## src/rtl/multi_debouncer.sv

```systemverilog
// Multi-channel pushbutton debouncer with per-channel synchroniser,
// stability filter, press/release pulses and a long-press pulse.
module multi_debouncer #(
    parameter int NUM_CH          = 4,
    parameter int SYNC_STAGES     = 2,
    parameter int DEBOUNCE_CYCLES = 500000,
    parameter int LONG_CYCLES     = 50000000,
    parameter int ACTIVE_LOW      = 0
) (
    input  logic              i_clk,
    input  logic              i_rst_n,
    input  logic [NUM_CH-1:0] i_button,
    output logic [NUM_CH-1:0] o_state,
    output logic [NUM_CH-1:0] o_press,
    output logic [NUM_CH-1:0] o_release,
    output logic [NUM_CH-1:0] o_long
);

    localparam int DW = $clog2(DEBOUNCE_CYCLES);
    localparam int LW = $clog2(LONG_CYCLES + 1);
    localparam logic POL = (ACTIVE_LOW != 0);
    localparam logic [DW-1:0] DB_MAX  = DW'(DEBOUNCE_CYCLES - 1);
    localparam logic [LW-1:0] LG_MAX  = LW'(LONG_CYCLES);
    localparam logic [LW-1:0] LG_LAST = LW'(LONG_CYCLES - 1);

    logic [SYNC_STAGES-1:0] sync_q [NUM_CH];
    logic [SYNC_STAGES-1:0] sync_d [NUM_CH];
    logic [DW-1:0]          stab_q [NUM_CH];
    logic [DW-1:0]          stab_d [NUM_CH];
    logic [LW-1:0]          long_q [NUM_CH];
    logic [LW-1:0]          long_d [NUM_CH];

    logic [NUM_CH-1:0] sync_out;
    logic [NUM_CH-1:0] state_q, state_d;
    logic [NUM_CH-1:0] press_q, press_d;
    logic [NUM_CH-1:0] rel_q, rel_d;
    logic [NUM_CH-1:0] lpulse_q, lpulse_d;

    always_comb begin
        sync_out = '0;
        state_d  = state_q;
        press_d  = '0;
        rel_d    = '0;
        lpulse_d = '0;
        for (int c = 0; c < NUM_CH; c++) begin
            sync_d[c]   = {sync_q[c][SYNC_STAGES-2:0], i_button[c]};
            sync_out[c] = sync_q[c][SYNC_STAGES-1] ^ POL;
            stab_d[c]   = '0;
            if (sync_out[c] != state_q[c]) begin
                if (stab_q[c] == DB_MAX) begin
                    state_d[c] = sync_out[c];
                end else begin
                    stab_d[c] = stab_q[c] + 1'b1;
                end
            end
            press_d[c] = state_d[c] & ~state_q[c];
            rel_d[c]   = ~state_d[c] & state_q[c];
            // Long count runs on held cycles; a release on the final cycle suppresses the pulse.
            long_d[c] = '0;
            if (state_q[c]) begin
                long_d[c]   = (long_q[c] == LG_MAX) ? long_q[c] : long_q[c] + 1'b1;
                lpulse_d[c] = state_d[c] & (long_q[c] == LG_LAST);
            end
        end
    end

    always_ff @(posedge i_clk) begin
        if (!i_rst_n) begin
            for (int c = 0; c < NUM_CH; c++) begin
                sync_q[c] <= {SYNC_STAGES{POL}};
                stab_q[c] <= '0;
                long_q[c] <= '0;
            end
            state_q  <= '0;
            press_q  <= '0;
            rel_q    <= '0;
            lpulse_q <= '0;
        end else begin
            for (int c = 0; c < NUM_CH; c++) begin
                sync_q[c] <= sync_d[c];
                stab_q[c] <= stab_d[c];
                long_q[c] <= long_d[c];
            end
            state_q  <= state_d;
            press_q  <= press_d;
            rel_q    <= rel_d;
            lpulse_q <= lpulse_d;
        end
    end

    assign o_state   = state_q;
    assign o_press   = press_q;
    assign o_release = rel_q;
    assign o_long    = lpulse_q;

endmodule
```

## config.mk

```make
export PLATFORM = sky130hd
export DESIGN_NAME = multi_debouncer
export DESIGN_NICKNAME = d
export VERILOG_FILES = /design/src/rtl/multi_debouncer.sv
export SDC_FILE = /design/constraint.sdc
export NUM_CORES = 1
export LEC_CHECK = 0
export ABC_AREA = 1
export CAP_MARGIN = 0
export CORE_MARGIN = 5
export CORE_UTILIZATION = 30
export CTS_CLUSTER_DIAMETER = 40
export DETAILED_ROUTE_END_ITERATION = 16
export GPL_ROUTABILITY_DRIVEN = 0
export PLACE_DENSITY = 0.51
export SKIP_LAST_GASP = 1
export SLEW_MARGIN = 25
export SYNTH_ARGS = -nofsm -noshare
export SYNTH_HDL_FRONTEND = slang
export SYNTH_SLANG_ARGS = --single-unit
```

## constraint.sdc

```tcl
create_clock -name i_clk -period 2.5 [get_ports i_clk]
set_clock_uncertainty 0.2 [all_clocks]
set_input_delay 0.5 -clock i_clk [delete_from_list [all_inputs] [get_ports i_clk]]
set_output_delay 0.5 -clock i_clk [all_outputs]
set_load 0.03 [all_outputs]
```

Word-level counts from Yosys, hierarchy flattened
Memories as Yosys holds them, arrays and structs flattened.
Index checks and enable logic that the tools add are counted.
Widths: inputs -> output; s select.

word-level totals
  RAM bits = 188
  memories = 3
  output and inout bits = 16
  input bits = 6
  bits in registers = 16
  word-level logic and storage cells = 108

operators by class
  equal/unequal tests = 16
  multiplexer cells = 38
  add/sub/neg operators = 8
  bitwise gates (word level) = 32
  reductions and logical operators = 4

memories
  name    depth  bits a word  rd ports  clocked after Yosys merged registers in  wr ports  line  text
  long_q  4      26           4         0                                        4         30    logic [LW-1:0] long_q [NUM_CH];
  stab_q  4      19           4         0                                        4         28    logic [DW-1:0] stab_q [NUM_CH];
  sync_q  4      2            4         0                                        4         26    logic [SYNC_STAGES-1:0] sync_q [NUM_CH];

operators with widths
  kind                   count
  $mux 26                12
  $mux 19                12
  $eq 26x26->1 const B   8
  $add 26x1->26 const B  4
  $add 19x1->19 const B  4
  $eq 19x19->1 const B   4
  $and 1x1->1            12
  $or 1x1->1             12
  $mux 1                 10
  $mux 2                 4
  $not 1->1              8
  $reduce_and 2->1       4
  $ne 1x1->1             4

Logic depth before layout (Yosys ltp)
Gate-level depths: netlist of run 1.

  depth after elaboration = 5
  depth in mapped cells = 9
  mapped depth without buffers = 9

Worst setup path before layout of run 1
Ideal clock, no wire load.

  path type = register -> register
  from = memory stab_q[0][0] (netlist name)
  to = memory stab_q[0][11] (netlist name)
  cell stages (with the launch flop) = 8
  setup time = 0.115 ns
  clock period less this slack = 1.642 ns
  arrival time = 1.327 ns
  path slack = 0.858 ns
  data required time = 2.185 ns
  buffers on the path = 1
  path through = dfxtp_1 ha_1 nand3_4 nor3_4 nand2_2 nand2_4 buf_6 nor2_1

RTL lines
  element             line
  start: declaration  28

Final worst setup path of run 1
  from = register state_q[0] (netlist: o_state[0])
  to = output o_state[0]

RTL lines
  element                   line  text
  start: declaration        34    logic [NUM_CH-1:0] state_q, state_d;
  start signal: assignment  84    state_q <= state_d;
  end: declaration          13    output logic [NUM_CH-1:0] o_state,

No word-level cell between the ends.

==> impl_results.md, run 1 <==
- Syn. warnings: 0
- Critical path class: flop to output pin
- H-tree depth: 2
- RSZ-0062 raised after global routing: false
- Post-Syn Area: 10700 sq um
- Io pins: 22
- Die width: between 150 and 200 um
- Nets: ~1800
- Mux contribution to synthesized area: 0%
- Most frequent cells after synthesis: 468 x nand2_1, 401 x nor2_1, 204 x dfxtp_1
- CP delay by family, top: buffers and inverters
- Post-Synth XOR/XNOR Area: around 2.9%
- Ant. Diodes: 0
- DR WL/cell: 11.3 um
- Vias in the first global route: roughly 9600
- Area grow syn2layout: 21.2%
- Netlist cell types: 33
- Number of setup buffers added after CTS: 0
- PwrDens: ~710 nW/um^2
- Max Freq: 415 MHz
- Slowest-stage cell, CP: clkdlybuf4s50_1
- Worst setup EP type: output pin
- Top cells by area, synth: dfxtp_1 38%, nand2_1 16%, nor2_1 14%
- Post-synth EDFFs: 0
- Post-synthesis async set-or-reset flop share: 0%
- Peak VDD IR: between 0.6 and 0.7 mV
- Share of cells above drive strength 1: 6.82%
- Class of the worst hold path: flop to flop
- Routed wire length: 25400 um
- DRT iter0 DRCs: about 450
- Setup TNS: 0 ns
- Synth Area in Compound Gates: approximately 7.1%
- Leakage: between 4 and 5 nW
- Starting Density: between 30% and 40%
- Worst path arrival time: 1.71 ns
- Drt via density: approximately 4.5
- Worst-margin pin slew: 0.542 ns
- Final setup viols: 0
- CTS-repair resized insts: 0
- Post-synth top flop: dfxtp_1
- Post-detail-place hpwl: 18900 um
- Post-route minimum period: approximately 2.4 ns
- Syn Inst Count: 1699
- Post-Place Setup Slack: about 0.11 ns
- Final Cycle Share: 96.3%
- Finished Layout Cells: 2250
- Yosys top cell by area: dfxtp_1
- Final worst-path setup slack: roughly 0.092 ns
- Port Buffers: 21
- Worst-path cell chain: clkdlybuf4s50_1
- Req. time, crit path: between 1.5 and 2 ns
- Die height: 199 um
- Antenna-violating nets left: 0
- Inserted Clock Buffers: 42
- Die ar.: roughly 40000 sq um
- Most frequent cell after synthesis: nand2_1
- Cts hold-fix bufs: 0
- GRT overflow: 0
- Dpl cells: ~2200
- Clk sinks: just over 200
- CTS tree: built
- Core Area: 35400 sq um
- Fin. Hold Viols: 0
- Synth top area share: a little under two fifths
- Clk root buf: clkbuf_16
- Post-Synth Simple-Gate Area: 42.4%
- Post-synthesis register bit count: between 200 and 250
- Slew HR: roughly 64%
- First-pass GRT wire length: 43600 um
- Deepest clock path buffer count: 3
- # DRC: 0
- Syn_area_per_cell: 6.30 sq um
- Post-layout util: a little under two fifths
- Total GRT Usage: between 10% and 20%
- Routed vias: around 10000
- Register area share after synthesis: 38.1%
- Status: complete, no violations
- CP Buf/Inv Count: 1
- Startpoint class of the critical path: flop
- Max FO, Critical Path: 5
- Slew Limit Fails: 0
- Adder-Cell Fraction of Synth Area: under 10%
- Mapped Nets: ~1700
- TritonRoute pass-1 iters: 4
- Core Rows: between 60 and 70
- CTS clk-pin slew, worst paths: 0.05 ns
- # Max-Cap Violations: 0
- Worst Hold Margin: approximately 0.21 ns
- Pin count of the biggest net entering global routing: 20
- Filler cells: around 3900
- Max incr delay on CP: approximately 0.73 ns
- Largest family of logic cells by synthesized area: simple AND/OR/NAND/NOR gates
- Clock latency on the worst-skew pair: 0.52 ns
- Number of antenna violations at the first check in global routing: 0
layer usage:
metal | track usage, % | vias up | share of wire, %
met2 | 21.7 | 121 | 45
met5 | 0 | - | 0
met1 | 16.9 | 4487 | 49
met4 | 3.67 | 0 | 2.1
li1 | - | 5448 | -
met3 | 2.73 | 43 | 3.9
power breakdown:
part / switching [mW] / internal (mW)
combinational: 0.0264 / 0.0166
clock: 1.90 / 4.01
sequential: 0.00512 / 3.27
total: 1.93 / 7.29
final cells by class:
type / count / area (sq um) / share of cell area, %
Clock buffer: 48 / 1130 / 8.74
Timing Repair Buffer: 30 / 290 / 2.24
Sequential cell: 204 / 4080 / 31.5
Clock inverter: 27 / 362 / 2.79
Tap cell: 461 / 577 / 4.44
Inverter: 205 / 769 / 5.93
Multi-Input combinational cell: 1275 / 5770 / 44.4
registers in the layout, indices dropped and copies added (netlist names):
register,flops
sync_q,8
stab_q,76
o_release,4
o_press,4
o_long,4
long_q,104
o_state,4
worst paths after layout:
check,cells after the start,slack [ns],to,from
hold / removal,2,0.21,sync_q[0][1]$_SDFF_PN0_,sync_q[0][0]$_SDFF_PN0_
setup reg to reg,8,0.52,stab_q[2][16]$_SDFF_PP0_,stab_q[2][0]$_SDFF_PP0_
hold reg to reg,2,0.21,sync_q[0][1]$_SDFF_PN0_,sync_q[0][0]$_SDFF_PN0_
setup / recovery,1,0.09,o_state[0],o_state[0]$_SDFF_PN0_
through the flow:
step           power (mW)  cell area (sq um)
2_1_floorplan        3.36              10700
3_3_place_gp         3.38              11500
3_5_place_dp         3.38              11500
4_1_cts              9.41              13000
5_1_grt              9.55              13000
6_report             9.22              13000
layout by cell type (no fill, tap or decap), drive strengths merged, types with 3 or more instances in the layout:
| master | netlist | routed |
|---|---|---|
| nand3 | 116 | 116 |
| nand4 | 27 | 27 |
| o21bai | 4 | 4 |
| nand3b | 10 | 10 |
| nor2 | 415 | 415 |
| xnor2 | 16 | 16 |
| clkbuf | 5 | 48 |
| nand2 | 476 | 476 |
| xor2 | 20 | 20 |
| a21oi | 92 | 92 |
| nor3b | 3 | 3 |
| o21a | 5 | 5 |
| inv | 204 | 213 |
| buf | 10 | 9 |
| nor3 | 22 | 22 |
| bufinv | 0 | 7 |
| ha | 12 | 12 |
| clkdlybuf4s50 | 0 | 21 |
| or2 | 9 | 9 |
| dfxtp | 204 | 204 |
| o21ai | 45 | 45 |
| clkinv | 1 | 10 |
worst min-delay path, cell delays in order, from the launching register on:
cell,delay (ns)
dfxtp_1,0.30
nand2_1,0.04
inv_1,0.04
cell families (layout without fill, tap and decap cells):
family	Yosys count	after routing
DFF	204	204
adders and majority gates	12	12
and+or+nand+nor	1080	1080
xor gates and xnor gates	36	36
buffers and inverters	220	310
AOI/OAI and AO/OA	147	147
(Power assumes the default switching activity.)
==> run 2: changes to the inputs <==
- GPL_TIMING_DRIVEN: not set -> 1
==> results of run 2 <==
The final DEF is identical to that of run 1; final timing and power are the same.
